[src/rtl/tff_bank_sequencer.sv]
// Arbitrated sequencer for a bank of T flip-flops: each granted request becomes a
// one-cycle toggle vector (load = data ^ q, toggle = data) applied to the bank.
module tff_bank_sequencer #(
    parameter int unsigned WIDTH = 4,
    parameter int unsigned CNT_W = 8
) (
    input  logic             clk,
    input  logic             rst_n,
    input  logic             req0,
    input  logic             mode0,
    input  logic [WIDTH-1:0] data0,
    input  logic             req1,
    input  logic             mode1,
    input  logic [WIDTH-1:0] data1,
    output logic             ack0,
    output logic             ack1,
    output logic             grant_id,
    output logic             busy,
    output logic [WIDTH-1:0] t_mask,
    output logic [WIDTH-1:0] q,
    output logic [WIDTH-1:0] q_inverse,
    output logic [CNT_W-1:0] done_count
);

    typedef enum logic [1:0] {
        StIdle,
        StApply,
        StAck
    } state_e;

    state_e             r_state;
    state_e             w_state_next;
    logic               r_last_grant;
    logic               r_grant_id;
    logic [WIDTH-1:0]   r_q;
    logic [WIDTH-1:0]   r_t_mask;
    logic [CNT_W-1:0]   r_done_count;

    logic               w_grant_valid;
    logic               w_grant_sel;
    logic               w_mode_sel;
    logic [WIDTH-1:0]   w_data_sel;
    logic               w_last_next;
    logic               w_grant_id_next;
    logic [WIDTH-1:0]   w_q_next;
    logic [WIDTH-1:0]   w_t_mask_next;
    logic [CNT_W-1:0]   w_done_next;

    // On a tie the requester not granted last wins; a lone request wins outright.
    assign w_grant_valid = req0 | req1;
    assign w_grant_sel   = (req0 && req1) ? ~r_last_grant : req1;
    assign w_mode_sel    = w_grant_sel ? mode1 : mode0;
    assign w_data_sel    = w_grant_sel ? data1 : data0;

    always_ff @(posedge clk or negedge rst_n) begin
        if (!rst_n) begin
            r_state <= StIdle;
        end else begin
            r_state <= w_state_next;
        end
    end

    always_comb begin
        w_state_next    = r_state;
        w_last_next     = r_last_grant;
        w_grant_id_next = r_grant_id;
        w_q_next        = r_q;
        w_t_mask_next   = r_t_mask;
        w_done_next     = r_done_count;
        unique case (r_state)
            StIdle: begin
                if (w_grant_valid) begin
                    w_t_mask_next   = w_mode_sel ? w_data_sel : (w_data_sel ^ r_q);
                    w_grant_id_next = w_grant_sel;
                    w_last_next     = w_grant_sel;
                    w_state_next    = StApply;
                end
            end
            StApply: begin
                // The only path by which the bank changes: T cells toggle where mask=1.
                w_q_next      = r_q ^ r_t_mask;
                w_t_mask_next = '0;
                w_state_next  = StAck;
            end
            StAck: begin
                w_done_next  = r_done_count + CNT_W'(1);
                w_state_next = StIdle;
            end
            default: begin
                w_t_mask_next = '0;
                w_state_next  = StIdle;
            end
        endcase
    end

    // Pointer resets to 1 so requester 0 wins the first tie.
    always_ff @(posedge clk or negedge rst_n) begin
        if (!rst_n) begin
            r_last_grant <= 1'b1;
            r_grant_id   <= 1'b0;
            r_q          <= '0;
            r_t_mask     <= '0;
            r_done_count <= '0;
        end else begin
            r_last_grant <= w_last_next;
            r_grant_id   <= w_grant_id_next;
            r_q          <= w_q_next;
            r_t_mask     <= w_t_mask_next;
            r_done_count <= w_done_next;
        end
    end

    assign ack0       = (r_state == StAck) && !r_grant_id;
    assign ack1       = (r_state == StAck) && r_grant_id;
    assign busy       = (r_state != StIdle);
    assign grant_id   = r_grant_id;
    assign t_mask     = r_t_mask;
    assign q          = r_q;
    assign q_inverse  = ~r_q;
    assign done_count = r_done_count;

endmodule

[config.mk]
export PLATFORM = sky130hd
export DESIGN_NAME = tff_bank_sequencer
export DESIGN_NICKNAME = d
export VERILOG_FILES = /design/src/rtl/tff_bank_sequencer.sv
export SDC_FILE = /design/constraint.sdc
export NUM_CORES = 1
export LEC_CHECK = 0
export ABC_AREA = 1
export BUFFER_PORTS_ARGS = -buffer_cell sky130_fd_sc_hd__buf_2
export CORE_MARGIN = 3
export CORE_UTILIZATION = 53
export CTS_BUF_LIST = sky130_fd_sc_hd__clkbuf_8
export DETAILED_ROUTE_END_ITERATION = 8
export PLACE_DENSITY_LB_ADDON = 0.3
export SLEW_MARGIN = 30
export SYNTH_ARGS = -nofsm -noshare
export SYNTH_HDL_FRONTEND = slang
export SYNTH_SLANG_ARGS = --single-unit
[constraint.sdc]
create_clock -name clk -period 4 [get_ports clk]
set_clock_uncertainty 0.15 [all_clocks]
set_input_delay 0.4 -clock clk [delete_from_list [all_inputs] [get_ports clk]]
set_output_delay 0.4 -clock clk [all_outputs]
set_load 0.05 [all_outputs]
## After elaboration in Yosys (flattened, before gate mapping)

Index checks and enable logic that the tools add are counted.

- Input port bits: 14
- Word-level logic and storage cells: 32
- Bits in registers: 20
- Output and inout port bits: 24

- Equality and inequality tests: 3
- Bitwise operators: 6
- Reductions and logical operators: 8
- Muxes and demuxes: 8
- Add/subtract/negate cells: 1

Operators with widths:

| kind | count |
|---|---|
| two-way mux 4 bit | 3 |
| adder 8 x 1 -> 8 bit (second input constant) | 1 |
| case mux 4 bit (2 select lines) | 1 |
| bitwise XOR 4 bit | 2 |
| NOT 4 bit | 1 |
| case mux 2 bit (2 select lines) | 1 |
| AND reduction 2 bit | 2 |
| logical AND 1 bit | 3 |
| equality test 2 x 1 -> 1 bit (second input constant) | 1 |
| equality test 2 bit (second input constant) | 1 |
| zero test 2 bit | 1 |
| two-way mux 1 bit | 2 |
| two-way mux 2 bit | 1 |
| inequality test 2 bit (second input constant) | 1 |
| NOT 1 bit | 2 |
| nonzero test 2 bit | 1 |
| zero test 1 bit | 1 |
| bitwise OR 1 bit | 1 |

## Logic depth before layout (Yosys ltp)

- Word-level depth: 7
- Gate-level depth with buffers: 7

## Worst setup path after synthesis

OpenSTA, ideal clock, no wires.

- Kind: register to output
- Start point: register r_grant_id, in the netlist grant_id
- End point: output port ack1
- Data arrival time: 1.407 ns
- Cell stages (with the launch flop): 3
- Required time: 3.450 ns
- Slack: 2.043 ns
- Path buffers: 0
- Path through: dfrtp_1 inv_1 nor2_1

- Word-level cells in the longest chain between the ends: 1

Ends and longest elaborated chain:

| item | RTL line | source |
|---|---|---|
| start: declaration | 34 | `logic r_grant_id;` |
| start signal: assignment | 106 | `r_grant_id <= w_grant_id_next;` |
| logical AND 1 bit | 114 | `assign ack1 = (r_state == StAck) && r_grant_id;` |
| end: declaration | 16 | `output logic ack1,` |

No other way between the ends.

## Worst setup path in the final report

- Start point: register r_last_grant
- End point: register r_t_mask[3], in the netlist t_mask[3]

- Word-level cells in the longest chain between the ends: 7
- Elaborated cells between the ends (all ways): 8
- Classes of those cells: mux: 6; bitwise: 2

Ends and longest elaborated chain:

| item | RTL line | source |
|---|---|---|
| start: declaration | 33 | `logic r_last_grant;` |
| start signal: assignment | 105 | `r_last_grant <= w_last_next;` |
| NOT 1 bit * | 51 | `assign w_grant_sel = (req0 && req1) ? ~r_last_grant : req1;` |
| two-way mux 1 bit * | 51 |  |
| two-way mux 4 bit | 53 | `assign w_data_sel = w_grant_sel ? data1 : data0;` |
| bitwise XOR 4 bit | 73 | `w_t_mask_next = w_mode_sel ? w_data_sel : (w_data_sel ^ r_q);` |
| two-way mux 4 bit * | 73 |  |
| two-way mux 4 bit * | 72 | `if (w_grant_valid) begin` |
| case mux 4 bit (2 select lines) * | 70 | `unique case (r_state)` |
| end signal: assignment | 108 | `r_t_mask <= w_t_mask_next;` |
| end: declaration | 36 | `logic [WIDTH-1:0] r_t_mask;` |

Every way passes the cells marked *; elsewhere a longest branch is shown, timed or not. The select of a mux whose other input is x is not followed.
A chain may end at the register's enable or synchronous reset.

==> results.md <==
- The number of H-tree levels is 1.
- From left edge to right edge, the die measures 52.6 um.
- Of the total power, registers draw 29.5%.
- The die footprint is ~2800 um2.
- The tool flagged a number of max-cap violations equal to 0.
- Counting flops and latches in the post-synthesis netlist gives 20.
- Summed over its instances, the top area cell type makes up between 40% and 50% of the synthesized netlist area.
- The part of the power in the clock network is around an eighth.
- The wire-length estimate of the detail-placed layout is about 2100 um.
- The data required time at the worst endpoint is about 4.0 ns.
- For this design the top-level I/O count stands at 38.
- The total area inside the core boundary comes to approximately 2000 um2.
- The average wire per cell in the routed design is 13.2 um.
- The power density of the placed cells is between 800 and 900 nW/um2.
- For the worst-skew pair, the clock arrives at the later sink with an insertion delay of between 0.2 and 0.3 ns.
- Headroom to the max-slew limit came out at a little over two thirds.
- Ranked by total cell area, the synthesized netlist is headed by sky130_fd_sc_hd__dfrtp_1 41%, sky130_fd_sc_hd__nand2_1 17%, sky130_fd_sc_hd__nand3_1 9.1%, sky130_fd_sc_hd__inv_1 7.5%, sky130_fd_sc_hd__xor2_1 6.1%.
- Summing all multi-input logic gate instances after layout gives roughly 550 um2.
- The cell count after synthesis is 151.
- The count of unresolved DRC violations after routing is 0.
- In the global route stage, overall resource usage came out at 24.0%.
- The largest vdd supply drop is between 600 and 700 uV.
- The number of DRC markers in iteration 0 is 24.
- The pin count of the biggest net entering global routing is 21.
- Timing would allow up to about 560 MHz.
- The post-synthesis net count is 166.
- The count of final max-slew check failures is 0.
- The worst hold path belongs to the class reg -> reg.
- Of the total power, the share spent switching nets is between 50% and 60%.
- The buffer levels on the longest clock path is 2.
- For this run, the number of Yosys warnings is 0.
- For this run, asynchronously set or reset flops after synthesis account for between 90% and 100%.
- The detail route stage leaves a number of antenna-violating nets equal to 0.
- For this run, the leading register cell type out of synthesis is sky130_fd_sc_hd__dfrtp_1.
- Data on the critical path arrives at its endpoint at about 1.8 ns.
- The number of fill cells in the layout is about 170.
- The endpoint kind of the worst setup timing path is a flip-flop.
- Per report_power, the combinational group accounts for around three fifths of the total.
- Setup violations remaining at the end of the flow were counted as 0.
- Once the clock tree was built, the setup fixing pass inserted 0 buffers.
- Clock tree synthesis inserted a total of 3 buffers.
- The mapped netlist covers between 1000 and 1500 um2.
- The finished layout holds 218 standard cells, fillers aside.
- For this design the total switching power over the nets is about 740 uW.
- The number of placed instances, taps included, is 213.
- In the layout the commonest cells are 51 x sky130_fd_sc_hd__nand2_1, 37 x sky130_fd_sc_hd__buf_2, 23 x sky130_fd_sc_hd__inv_1.
- After detailed routing, the number of vias per cell comes to approximately 5.3.
- The die height is approximately 53 um.
- In this run the core area contains 16 standard-cell rows.
- After synthesis, the mean cell area works out to around 7.6 um2.
- The count of buffers inserted at the top-level ports is 37.
- The antenna diode count is 0.
- The hold violation count in the final report came to 0.
- Of all nets on the critical path, the largest fanout is 12.
- The net total in the final layout is ~210.
- The via count of the first global-routing pass is about 1100.
- The number of distinct library cells after synthesis is 20.
- Sequential cells were found to cover a little over two fifths of the synthesized design area.
- The detailed router placed 1150 vias in this run.
- STA classifies the critical path startpoint as a flip-flop.
- The number of detailed-route iterations in the first pass is 4.
- The root buffer cell chosen for the clock tree is sky130_fd_sc_hd__clkbuf_8.
- The number of clock sinks is 20.
- The run finished with clean final reports.
- Wires add up to about 2900 um.
- The most area-hungry cell type in the Yosys netlist is sky130_fd_sc_hd__dfrtp_1.
- The clock transition time at the flip-flop clock pins of the worst setup and hold paths is about 0.070 ns.
- The most frequent standard cell in the layout excluding fill and tap cells is sky130_fd_sc_hd__nand2_1.
- Cells with a size suffix above 1 make up roughly 26% of the layout.
- The effective utilization at floorplan is between 50% and 60%.
- Registers take ~500 um2.
- The synthesis-to-layout area growth is 23.3%.
- By startpoint and endpoint, the worst setup path is classified as reg -> reg.
- Global routing finished with a remaining overflow of 0.
- Setup repair after global routing left no endpoint under its margin.
- The total negative setup slack is 0 ns.
- For the pin with the worst max-slew slack, the measured transition is 0.443 ns.
- The first global-routing pass estimated between 4000 and 5000 um of wire.
- Yosys mapped a number of flops with a built-in enable equal to 0.
- The number of antenna violations at the first check in global routing is 0.
- The analysis attributes to cell leakage a power of roughly 0.00084 uW.
- At the end of routability-driven placement, the weighted congestion stood at 0.815.
- The post-route clock period utilization is 44.6%.
- TritonCTS built the clock tree.
- The total internal power is about 540 uW.
- The final critical path time including I/O delays and setup is 1.78 ns.
==> synthesized netlist by cell type, types with 2 or more instances <==
| cell type | instances |
|---|---|
| sky130_fd_sc_hd__buf_4 | 2 |
| sky130_fd_sc_hd__dfrtp_1 | 19 |
| sky130_fd_sc_hd__inv_1 | 23 |
| sky130_fd_sc_hd__nand2_1 | 51 |
| sky130_fd_sc_hd__nand3_1 | 21 |
| sky130_fd_sc_hd__nand3b_1 | 4 |
| sky130_fd_sc_hd__nand4_1 | 2 |
| sky130_fd_sc_hd__nor2_1 | 8 |
| sky130_fd_sc_hd__nor3_4 | 2 |
| sky130_fd_sc_hd__o21ai_0 | 2 |
| sky130_fd_sc_hd__xor2_1 | 8 |
==> per-stage QoR <==
step | cell area, um2 | power [uW] | setup slack (ns) | utilization, % | hold WS, ns
CTS | 1420 | 1280 | 2.25 | 71.0 | 0.348
finish | 1420 | 1280 | 2.22 | 71.0 | 0.346
global placement | 1360 | 1090 | 2.41 | 67.8 | 0.213
global route | 1420 | 1350 | 2.10 | 71.0 | 0.390
floorplan | 1150 | 941 | 2.04 | - | -0.0456
detailed placement | 1360 | 1120 | 2.25 | 67.8 | 0.221
==> sequential cells by signal, indices dropped and copies added (netlist names) <==
name and cells:
done_count 8, grant_id 1, q 4, r_last_grant 1, r_state 2, t_mask 4
==> what timing repair did <==
| action | 4_1_cts | 5_1_grt |
|---|---|---|
| endpoints found under the hold margin | 19 | 0 |
| setup endpoints to repair | 0 | 0 |
| hold buffers | 1 | 0 |
| gates resized for setup | 0 | 0 |
==> per-layer routing <==
| layer | GRT usage (%) | vias to the layer above | part of all wire [%] |
|---|---|---|---|
| met5 | 0 | - | 0 |
| met4 | 11.5 | 0 | 2.4 |
| met3 | 2.56 | 10 | 5.7 |
| met2 | 40.5 | 50 | 50 |
| met1 | 30.3 | 537 | 41 |
| li1 | - | 553 | - |
==> layout make-up <==
class,count,area share (%)
multi-input combinational,105,38.4
timing repair buffer,38,13.7
clock buffer,4,3.87
tap,27,2.38
inverter,24,6.34
sequential,20,35.3
==> power groups by stage <==
stage / Sequential, uW / Clock, uW / Combinational, uW
6_report: 377 / 155 / 744
4_1_cts: 375 / 155 / 748
2_1_floorplan: 598 / 0 / 343
3_3_place_gp: 370 / 0 / 721
5_1_grt: 387 / 166 / 794
3_5_place_dp: 377 / 0 / 744
==> kinds of logic (layout without fill, tap and decap cells) <==
| kind of cell | Yosys count | after routing | share of synthesized area, % |
|---|---|---|---|
| adder cells (fa/ha/maj) | 1 | 1 | 1.09 |
| flip-flops | 20 | 20 | 43.5 |
| AND/OR/NAND/NOR | 92 | 92 | 38.2 |
| AO/OA/AOI/OAI | 4 | 4 | 1.95 |
| XOR/XNOR | 8 | 8 | 6.08 |
| buffers and inverters | 26 | 66 | 9.12 |
==> final timing paths <==
kind | slack, ns | cells past startpoint | end | startpoint
min in group asynchronous | 0.47 | 2 | done_count[2]$_DFFE_PN0N_ | rst_n
hold / removal | 0.35 | 2 | r_last_grant$_DFFE_PN1P_ | r_last_grant$_DFFE_PN1P_
hold reg to reg | 0.35 | 2 | r_last_grant$_DFFE_PN1P_ | r_last_grant$_DFFE_PN1P_
max in group asynchronous | 2.90 | 2 | r_last_grant$_DFFE_PN1P_ | rst_n
setup reg to reg | 2.22 | 7 | t_mask[3]$_DFFE_PN0P_ | r_last_grant$_DFFE_PN1P_
setup / recovery | 2.22 | 7 | t_mask[3]$_DFFE_PN0P_ | r_last_grant$_DFFE_PN1P_
==> worst max-delay path, stage by stage (launching register included) <==
cell	delay (ns)
sky130_fd_sc_hd__dfstp_2	0.53
sky130_fd_sc_hd__nand2_1	0.23
sky130_fd_sc_hd__nand2_2	0.26
sky130_fd_sc_hd__nand2_1	0.16
sky130_fd_sc_hd__nand3_1	0.12
sky130_fd_sc_hd__nand2_1	0.06
sky130_fd_sc_hd__nand3_1	0.09
sky130_fd_sc_hd__nand2_1	0.06
Power figures use the tool's default switching activity.
